`src/rtl/zoom_addr_scanner.sv`:
```
// -----------------------------------------------------------------------------
// zoom_addr_scanner
//
// Purpose: raster-scans every destination pixel of a SRC_W x SRC_H frame after
// a start request. For each pixel it computes a centre-anchored source
// coordinate for a power-of-two zoom in or out. It emits the framebuffer read
// address through a 3-stage pipeline with a valid/ready handshake.
//
// Optional feature macro: ZOOM_SCAN_CLAMP_EN
//   defined   -> out-of-range source coordinates are clamped to the image edge,
//                pix_blank is tied low and pix_addr is always the clamped address
//   undefined -> out-of-range source coordinates raise pix_blank with address 0
//
// Ports:
//   clock      in   rising-edge clock
//   reset_n    in   asynchronous active-low reset
//   start      in   one-cycle frame request (ignored while busy or while done)
//   zoom_in    in   1 = magnify, 0 = minify (sampled with start)
//   zoom_log2  in   zoom exponent k, saturated to MAX_LOG2 (sampled with start)
//   busy       out  frame in progress
//   done       out  one-cycle pulse once the last beat has been accepted
//   pix_valid  out  output beat valid
//   pix_ready  in   consumer accepts the beat
//   pix_x      out  destination x
//   pix_y      out  destination y
//   pix_addr   out  source address sy*SRC_W+sx (0 when blank)
//   pix_blank  out  source coordinate lies outside the image
// -----------------------------------------------------------------------------
module zoom_addr_scanner #(
  parameter int SRC_W    = 320,
  parameter int SRC_H    = 240,
  parameter int COORD_W  = 10,
  parameter int ADDR_W   = 17,
  parameter int MAX_LOG2 = 2
) (
  input  logic               clock,
  input  logic               reset_n,
  input  logic               start,
  input  logic               zoom_in,
  input  logic [1:0]         zoom_log2,
  output logic               busy,
  output logic               done,
  output logic               pix_valid,
  input  logic               pix_ready,
  output logic [COORD_W-1:0] pix_x,
  output logic [COORD_W-1:0] pix_y,
  output logic [ADDR_W-1:0]  pix_addr,
  output logic               pix_blank
);

  // Signed width wide enough for an offset shifted left by MAX_LOG2 plus the
  // re-centring addition.
  localparam int SW = COORD_W + MAX_LOG2 + 2;

  localparam logic [COORD_W-1:0]   LAST_X  = COORD_W'(SRC_W - 1);
  localparam logic [COORD_W-1:0]   LAST_Y  = COORD_W'(SRC_H - 1);
  localparam logic signed [SW-1:0] HALF_W  = SW'(SRC_W / 2);
  localparam logic signed [SW-1:0] HALF_H  = SW'(SRC_H / 2);
  localparam logic signed [SW-1:0] LIMIT_W = SW'(SRC_W);
  localparam logic signed [SW-1:0] LIMIT_H = SW'(SRC_H);
  localparam logic [1:0]           K_MAX   = 2'(MAX_LOG2);

  typedef enum logic [1:0] {
    IDLE,
    SCAN,
    DRAIN
  } state_t;

  state_t               state_q, state_d;
  logic                 zoom_in_q, zoom_in_d;
  logic [1:0]           k_q, k_d;
  logic [COORD_W-1:0]   dx_q, dx_d;
  logic [COORD_W-1:0]   dy_q, dy_d;
  logic                 done_q, done_d;
  logic                 issue;
  logic                 advance;
  logic                 drain_empty;

  logic                 s1_valid_q;
  logic [COORD_W-1:0]   s1_dx_q, s1_dy_q;

  logic                 s2_valid_q;
  logic [COORD_W-1:0]   s2_dx_q, s2_dy_q;
  logic signed [SW-1:0] s2_sx_q, s2_sy_q;
  logic signed [SW-1:0] ox, oy, off_x, off_y, sx_d, sy_d;

  logic                 pix_valid_q;
  logic [COORD_W-1:0]   pix_x_q, pix_y_q;
  logic [ADDR_W-1:0]    pix_addr_q;
  logic                 pix_blank_q;
  logic [COORD_W-1:0]   sx_c, sy_c;
  logic                 blank_d;
  logic [ADDR_W-1:0]    addr_d;

  // A beat held on the output without acceptance freezes the whole design.
  assign advance = !(pix_valid_q && !pix_ready);

  // After this edge, the pipeline holds nothing once the output beat leaves and
  // no earlier stage is occupied.
  assign drain_empty = advance && !s1_valid_q && !s2_valid_q;

  // Next-state logic for the frame sequencer and the raster counters. The
  // counters only move on advancing cycles, so a stall freezes the scan. A start
  // coinciding with the done pulse is deliberately ignored.
  always_comb begin
    state_d   = state_q;
    zoom_in_d = zoom_in_q;
    k_d       = k_q;
    dx_d      = dx_q;
    dy_d      = dy_q;
    done_d    = 1'b0;
    issue     = 1'b0;
    case (state_q)
      IDLE: begin
        if (start && !done_q) begin
          state_d   = SCAN;
          zoom_in_d = zoom_in;
          k_d       = (zoom_log2 > K_MAX) ? K_MAX : zoom_log2;
          dx_d      = '0;
          dy_d      = '0;
        end
      end
      SCAN: begin
        issue = 1'b1;
        if (advance) begin
          if (dx_q == LAST_X) begin
            dx_d = '0;
            if (dy_q == LAST_Y) begin
              state_d = DRAIN;
            end else begin
              dy_d = dy_q + 1'b1;
            end
          end else begin
            dx_d = dx_q + 1'b1;
          end
        end
      end
      DRAIN: begin
        if (drain_empty) begin
          state_d = IDLE;
          done_d  = 1'b1;
        end
      end
      default: state_d = IDLE;
    endcase
  end

  // Sequencer, zoom mode and raster counter registers.
  always_ff @(posedge clock or negedge reset_n) begin
    if (!reset_n) begin
      state_q   <= IDLE;
      zoom_in_q <= 1'b0;
      k_q       <= '0;
      dx_q      <= '0;
      dy_q      <= '0;
      done_q    <= 1'b0;
    end else begin
      state_q   <= state_d;
      zoom_in_q <= zoom_in_d;
      k_q       <= k_d;
      dx_q      <= dx_d;
      dy_q      <= dy_d;
      done_q    <= done_d;
    end
  end

  // Stage-2 arithmetic: offsets from the frame centre are scaled and then
  // re-centred. The arithmetic right shift floors toward minus infinity, so
  // negative offsets round away from the centre.
  always_comb begin
    ox = $signed({{(SW-COORD_W){1'b0}}, s1_dx_q}) - HALF_W;
    oy = $signed({{(SW-COORD_W){1'b0}}, s1_dy_q}) - HALF_H;
    if (zoom_in_q) begin
      off_x = ox >>> k_q;
      off_y = oy >>> k_q;
    end else begin
      off_x = ox <<< k_q;
      off_y = oy <<< k_q;
    end
    sx_d = HALF_W + off_x;
    sy_d = HALF_H + off_y;
  end

  // Stage-3 range check and address formation. The low COORD_W bits of each
  // coordinate are only meaningful when that coordinate is in range. In the
  // blanking build, the blank flag masks the address whenever either coordinate
  // is out of range.
  always_comb begin
`ifdef ZOOM_SCAN_CLAMP_EN
    blank_d = 1'b0;
    if (s2_sx_q[SW-1]) begin
      sx_c = '0;
    end else if (s2_sx_q >= LIMIT_W) begin
      sx_c = LAST_X;
    end else begin
      sx_c = s2_sx_q[COORD_W-1:0];
    end
    if (s2_sy_q[SW-1]) begin
      sy_c = '0;
    end else if (s2_sy_q >= LIMIT_H) begin
      sy_c = LAST_Y;
    end else begin
      sy_c = s2_sy_q[COORD_W-1:0];
    end
`else
    blank_d = s2_sx_q[SW-1] || (s2_sx_q >= LIMIT_W) ||
              s2_sy_q[SW-1] || (s2_sy_q >= LIMIT_H);
    sx_c    = s2_sx_q[COORD_W-1:0];
    sy_c    = s2_sy_q[COORD_W-1:0];
`endif
    if (blank_d) begin
      addr_d = '0;
    end else begin
      addr_d = ADDR_W'(sy_c) * ADDR_W'(SRC_W) + ADDR_W'(sx_c);
    end
  end

  // Pipeline registers for all three stages. They share the global advance
  // enable, so a stalled output beat holds every stage in place. An empty
  // stage-2 slot clears the output fields, so idle outputs read as zero.
  always_ff @(posedge clock or negedge reset_n) begin
    if (!reset_n) begin
      s1_valid_q  <= 1'b0;
      s1_dx_q     <= '0;
      s1_dy_q     <= '0;
      s2_valid_q  <= 1'b0;
      s2_dx_q     <= '0;
      s2_dy_q     <= '0;
      s2_sx_q     <= '0;
      s2_sy_q     <= '0;
      pix_valid_q <= 1'b0;
      pix_x_q     <= '0;
      pix_y_q     <= '0;
      pix_addr_q  <= '0;
      pix_blank_q <= 1'b0;
    end else if (advance) begin
      s1_valid_q  <= issue;
      s1_dx_q     <= dx_q;
      s1_dy_q     <= dy_q;
      s2_valid_q  <= s1_valid_q;
      s2_dx_q     <= s1_dx_q;
      s2_dy_q     <= s1_dy_q;
      s2_sx_q     <= sx_d;
      s2_sy_q     <= sy_d;
      pix_valid_q <= s2_valid_q;
      if (s2_valid_q) begin
        pix_x_q     <= s2_dx_q;
        pix_y_q     <= s2_dy_q;
        pix_addr_q  <= addr_d;
        pix_blank_q <= blank_d;
      end else begin
        pix_x_q     <= '0;
        pix_y_q     <= '0;
        pix_addr_q  <= '0;
        pix_blank_q <= 1'b0;
      end
    end
  end

  assign busy      = (state_q != IDLE);
  assign done      = done_q;
  assign pix_valid = pix_valid_q;
  assign pix_x     = pix_x_q;
  assign pix_y     = pix_y_q;
  assign pix_addr  = pix_addr_q;
  assign pix_blank = pix_blank_q;

endmodule

```
`config.mk`:
```
export PLATFORM = sky130hd
export DESIGN_NAME = zoom_addr_scanner
export DESIGN_NICKNAME = d
export VERILOG_FILES = /design/src/rtl/zoom_addr_scanner.sv
export SDC_FILE = /design/constraint.sdc
export NUM_CORES = 1
export LEC_CHECK = 0
export ABC_AREA = 1
export BUFFER_PORTS_ARGS = -buffer_cell sky130_fd_sc_hd__buf_4
export CAP_MARGIN = 20
export CORE_UTILIZATION = 60
export DETAILED_ROUTE_END_ITERATION = 10
export HOLD_SLACK_MARGIN = 0.1
export PLACE_DENSITY = 0.78
export SLEW_MARGIN = 20
export SYNTH_ARGS = -nofsm -noshare
export SYNTH_HDL_FRONTEND = slang
export SYNTH_SLANG_ARGS = --single-unit
export TNS_END_PERCENT = 50
```
`constraint.sdc`:
```
create_clock -name clock -period 3.3 [get_ports clock]
set_input_delay 0 -clock clock [delete_from_list [all_inputs] [get_ports clock]]
set_output_delay 0 -clock clock [all_outputs]
set_load 0.02 [all_outputs]
```
==> impl_metrics.toml, run 1 <==
[floorplan]
fp-row-count = 40
dieHeight_um = 115
core-area_um2 = 12200
die_w_um = 115
initial_core_util = 0.625
io_pins = 48
die-area_um2 = 13100

[final_layout]
final_common_cell = "nand2_1"
fin_area_um2 = 8830
fillers = 979
finalNetCount = 1076
utilization = 0.726
multiInputGateArea_um2 = 3690
seqCellArea_um2 = 3380
area_growth_pct = 16.1
final_cell_mix = "311 x nand2_1, 135 x dfrtp_1, 90 x o21ai_0, 87 x inv_1, 64 x nand3_1"
drive_gt1_frac = 0.130
largest_reg_flops = 17

[sta]
rsz0062_at_grt = "no"
fin_crit_sh = 0.792
fin_crit_ps = 2610
slew_headroom = 0.413
final-setup-viol-count = 0
worstMarginPinSlew_ps = 881
fin_worst_skew_ps = 8.03
hold_viol_final = 0
setup_slack_ps = 685
fin_tns_setup_ps = 0
slew_viol_final = 0
fmax_ghz = 0.382

[clock_network]
numCtsBuffers = 17
cts.sinks = 135
path_clk_slew_ps = 60
cts_root_buffer = "clkbuf_16"
cts_post_setup_buffers_inserted = 0
clockBufferDepth = 2
cts-hold-fix-buffers = 9
clock_latency_ps = 430
cts_tree = "yes"
cts_resized = 0
cts_max_level = 4

[placement]
place_ws_ps = 766
hpwl_um = 12500
place_area_um2 = 8110
io_buffer_count = 47
globalplace.congestion = 0.884

[detailed_routing]
drt-total-wl_um = 17800
avgViaCountPerCell = 5.54
drt_iter0_markers = 484
ant_nets = 0
drc = 0
wl_per_cell_um = 14.5
drtPass1Iterations = 5
vias = 6787

[run]
max_cap_viol_count = 0

[power_and_ir_drop]
combPwrFrac = 0.508
clkPwrFrac = 0.213
vdd_drop_max_uv = 422
p_sw_uw = 4290
p_int_uw = 5070
leakagePower_uw = 0.00442
p_per_area_nw_per_um2 = 1060
netSwitchingFraction = 0.458
power_uw = 9360
power_frac_seq = 0.279

[global_route]
track_usage = 0.295
antenna_found_initial = 1
grt_max_degree = 98
grt_pass1_wl_um = 29900
grt_pass1_vias = 6347
grt_overflow = 0

[synthesis]
synth_top_family_by_area = "simple AND/OR/NAND/NOR gates"
ys_warn_count = 0
synthSimpleGateAreaFrac = 0.283
synthesis.nets = 1024
synth_area_um2 = 7610
synth_compound_area_frac = 0.133
synthCells = 990
yosysSeqAreaShare = 0.444
synth-async-reset-ratio = 1.00
ys_types = 52
synth-edff-count = 0
ys_ff_latch = 135
synth_ff_type = "dfrtp_1"
synthMuxAreaShare = 0.00132
synthAdderAreaFrac = 0.0464
synth_xor_area_frac = 0.0207
syn_area_per_cell_um2 = 7.68

[worst_setup_path]
endpoint_kind = "register"
cp_max_fo = 4
crit_type = "reg2reg"
crit_required_ps = 3600
start_kind = "register"
worstPathArrival_ps = 2920

[hold_path]
hp-class = "in2async"

[run_status]
outcome = "finished clean"
==> critical path, stage by stage (launching register included) <==
cell and delay (ps):
dfrtp_1 430, ha_1 320, ha_1 240, fa_1 420, nand3_1 100, nand2_1 80, xor2_1 200, inv_1 90
nor3_1 180, inv_1 80, nor2_1 140, nand2_1 70, nand2_1 60, o21ai_0 80
==> cell families (layout without fill, tap and decap cells) <==
kind of cell	after synthesis	in the layout
compound gates	177	177
xor+xnor	18	18
mux	1	1
other cells	0	1
fa+ha+maj	27	27
simple gates	494	494
flops	135	135
buf+inv	138	203
==> final cells by class <==
class,count,share of cell area
multi-input combinational,717,0.418
clock inverter,14,0.0214
clock buffer,18,0.0497
timing repair buffer,67,0.0599
antenna,1,0.000283
inverter,104,0.0445
tap,168,0.0238
sequential,135,0.383
==> cell usage after synthesis (3+ instances only) <==
cell,number,area (um^2)
nand4_1,11,68.8
o21ai_0,90,450
inv_1,87,327
o21ai_2,3,26.3
a22o_1,10,87.6
xnor2_1,6,52.6
xor2_1,12,105
a21oi_1,40,200
o21a_1,4,30.0
o211ai_1,5,37.5
dfrtp_1,135,3380
nor2_4,6,67.6
inv_2,13,48.8
nand3_1,64,320
nor4_1,4,25.0
nand2_1,311,1170
nor3_1,14,70.1
and3_1,3,18.8
clkinv_1,3,11.3
nand2_2,5,31.3
clkbuf_1,17,63.8
a31oi_1,5,31.3
nor3_2,3,30.0
ha_1,25,313
buf_1,3,11.3
o21ai_1,7,35.0
buf_2,12,60.1
nor2_2,9,56.3
nor2_1,54,203
==> power by group through the flow <==
stage	logic [uW]	clock network, uW	registers, uW
2_1_floorplan	3530	0	2600
3_3_place_gp	4540	0	2610
5_1_grt	5390	2080	2680
4_1_cts	4720	2010	2610
6_report	4760	1990	2620
3_5_place_dp	4610	0	2630
==> metal layers <==
layer  part of all wire  vias up  wire length, um  global-route usage
li1                   -     3349                -                   -
met1               0.45     3220             7990               0.378
met2               0.48      181             8610               0.493
met3              0.044       37              790              0.0678
met4              0.020        0              363               0.101
met5                  0        -                0                   0
==> through the flow <==
| step | hold slack, ps | cells |
|---|---|---|
| after floorplan | -296 | 990 |
| after global placement | 87.0 | 1182 |
| after detailed placement | 92.7 | 1182 |
| after CTS | 211 | 1223 |
| after global routing | 263 | 1223 |
| final | 177 | 1224 |
==> path summary, 6_finish.rpt <==
path                                         from                        to  slack [ps]  depth (start not counted)
max reg2reg                s2_sy_q[1]$_DFFE_PN0N_  pix_addr[15]$_DFFE_PN0N_         690                         13
max                        s2_sy_q[1]$_DFFE_PN0N_  pix_addr[15]$_DFFE_PN0N_         690                         13
max in group asynchronous                 reset_n  pix_addr[10]$_DFFE_PN0N_        2290                          3
min in group clock                        zoom_in     zoom_in_q$_DFFE_PN0P_         320                          4
min reg2reg                s2_dx_q[1]$_DFFE_PN0N_      pix_x[1]$_DFFE_PN0N_         480                          2
min                                       reset_n      pix_y[5]$_DFFE_PN0N_         180                          2
Note: power is estimated with default switching activity, not from simulation.
==> run 2, diff against run 1 <==
clock period = 2.74 ns   (was 3.3 ns; I/O delays follow)
==> run 2 against run 1 <==
Worst setup slack worse by 460 ps. Sequential power up 19%. Global-route usage about the same. Count of clock-buffer cells in the layout unchanged. Non-clock buffer count up 7. Die area unchanged. Combinational power up 22%. Register-to-register slack worse by 460 ps. Hold slack worse by 10 ps. Sequential cell count unchanged.
==> impl_metrics.toml, run 2 (synthesis gave the netlist of run 1 again) <==
[floorplan]
die-area_um2 = 13100
initial_core_util = 0.625
dieHeight_um = 115
io_pins = 48
die_w_um = 115
core-area_um2 = 12200
fp-row-count = 40

[power_and_ir_drop]
p_int_uw = 6450
leakagePower_uw = 0.00450
clkPwrFrac = 0.227
vdd_drop_max_uv = 626
netSwitchingFraction = 0.442
p_per_area_nw_per_um2 = 1290
power_frac_seq = 0.271
combPwrFrac = 0.501
p_sw_uw = 5100

[sta]
fin_worst_skew_ps = 7.08
fin_tns_setup_ps = 0
slew_headroom = 0.571
final-setup-viol-count = 0
hold_viol_final = 0
rsz0062_at_grt = "no"
fin_crit_sh = 0.918
fmax_ghz = 0.397
slew_viol_final = 0
fin_crit_ps = 2520
worstMarginPinSlew_ps = 644

[worst_setup_path]
worstPathArrival_ps = 2820
r2r_cells = 11
r2r_start = "s2_sy_q[1]$_DFFE_PN0N_"
ff2ff_setup_slack_ps = 220
endpoint_kind = "register"
start_kind = "register"
reg2reg_to = "pix_addr[16]$_DFFE_PN0N_"
crit_required_ps = 3050
cp_max_fo = 4
crit_type = "reg2reg"

[run_status]
outcome = "finished clean"

[clock_network]
path_clk_slew_ps = 60
numCtsBuffers = 17
cts.sinks = 135
cts_tree = "yes"
clock_latency_ps = 420
cts_post_setup_buffers_inserted = 0
clockBufferDepth = 2
cts_max_level = 4
cts_root_buffer = "clkbuf_16"

[detailed_routing]
wl_per_cell_um = 14.3
drt_iter0_markers = 667
vias = 6822
ant_nets = 0
drt-total-wl_um = 17600
avgViaCountPerCell = 5.55
drtPass1Iterations = 5
drc = 0

[final_layout]
drive_gt1_frac = 0.133
largest_reg_flops = 17
final_cell_mix = "311 x nand2_1, 135 x dfrtp_1, 89 x o21ai_0, 87 x inv_1, 64 x nand3_1"
finalNetCount = 1083
final_common_cell = "nand2_1"
area_growth_pct = 17.9
utilization = 0.738
antenna_cells = 0
fillers = 961

[global_route]
grt_pass1_wl_um = 30100
track_usage = 0.295
antenna_found_initial = 0
grt_pass1_vias = 6458
grt_overflow = 0
grt_max_degree = 129

[run]
max_cap_viol_count = 0

[placement]
globalplace.congestion = 0.883
io_buffer_count = 47
hpwl_um = 12100

[hold_path]
hp-class = "in2async"
run 2: repair_timing:
action / CTS / global route
gates resized for setup: 0 / 1
hold buffers: 12 / 0
endpoints found under the setup margin: 0 / 1
hold endpoints to repair: 83 / 0
run 2: critical path, cell delays in order (launching register included):
cell	delay, ps
dfrtp_1	440
ha_1	320
ha_1	230
fa_1	400
xor2_1	240
nand3_1	130
nor2_1	150
nand2_1	80
nor2_1	170
nand3_1	90
nand2_1	70
o21ai_0	70
run 2: final cells by class:
class	instances	area (um^2)	share of cell area
inverters	104	393	0.0438
well taps	168	210	0.0234
flip-flops and latches	135	3380	0.377
repair buffers	74	614	0.0685
multi-input cells	717	3690	0.411
clock buffers	18	439	0.0490
clock inverters	14	245	0.0273
run 2: routing by layer:
layer	share of wire	global-route usage	vias to the layer above
met2	0.47	0.474	207
met5	0	0	-
li1	-	-	3369
met3	0.051	0.0582	30
met4	0.019	0.117	0
met1	0.46	0.395	3216
run 2: metrics by stage:
step | area (um^2) | instances | hold slack, ps | worst slack, ps | power [uW]
after floorplan | 7610 | 990 | -296 | 402 | 7380
after global placement | 8170 | 1186 | 48.5 | 276 | 8640
after detailed placement | 8170 | 1186 | 49.6 | 206 | 8770
after CTS | 8970 | 1230 | 173 | 179 | 11500
after global routing | 8970 | 1230 | 223 | 10.9 | 12500
final | 8970 | 1230 | 167 | 224 | 11600
run 2: power groups by stage:
stage | Sequential [uW] | Combinational, uW | Clock, uW
after global placement | 3120 | 5520 | 0
final | 3130 | 5790 | 2630
after CTS | 3120 | 5750 | 2650
after global routing | 3200 | 6590 | 2730
after detailed placement | 3150 | 5630 | 0
after floorplan | 3130 | 4260 | 0
run 2: worst max path at each step:
stage                                       from                       end  slack, ps  cells after the start
final                     s2_sy_q[1]$_DFFE_PN0N_  pix_addr[16]$_DFFE_PN0N_        220                     11
after CTS                 s2_sy_q[1]$_DFFE_PN0N_  pix_addr[16]$_DFFE_PN0N_        180                     12
after global placement    s2_sy_q[1]$_DFFE_PN0N_  pix_addr[16]$_DFFE_PN0N_        280                     12
after detailed placement  s2_sy_q[1]$_DFFE_PN0N_  pix_addr[16]$_DFFE_PN0N_        210                     12
after floorplan           s2_sy_q[1]$_DFFE_PN0N_  pix_addr[15]$_DFFE_PN0N_        400                     13
after global routing      s2_sy_q[1]$_DFFE_PN0N_  pix_addr[16]$_DFFE_PN0N_         10                     11
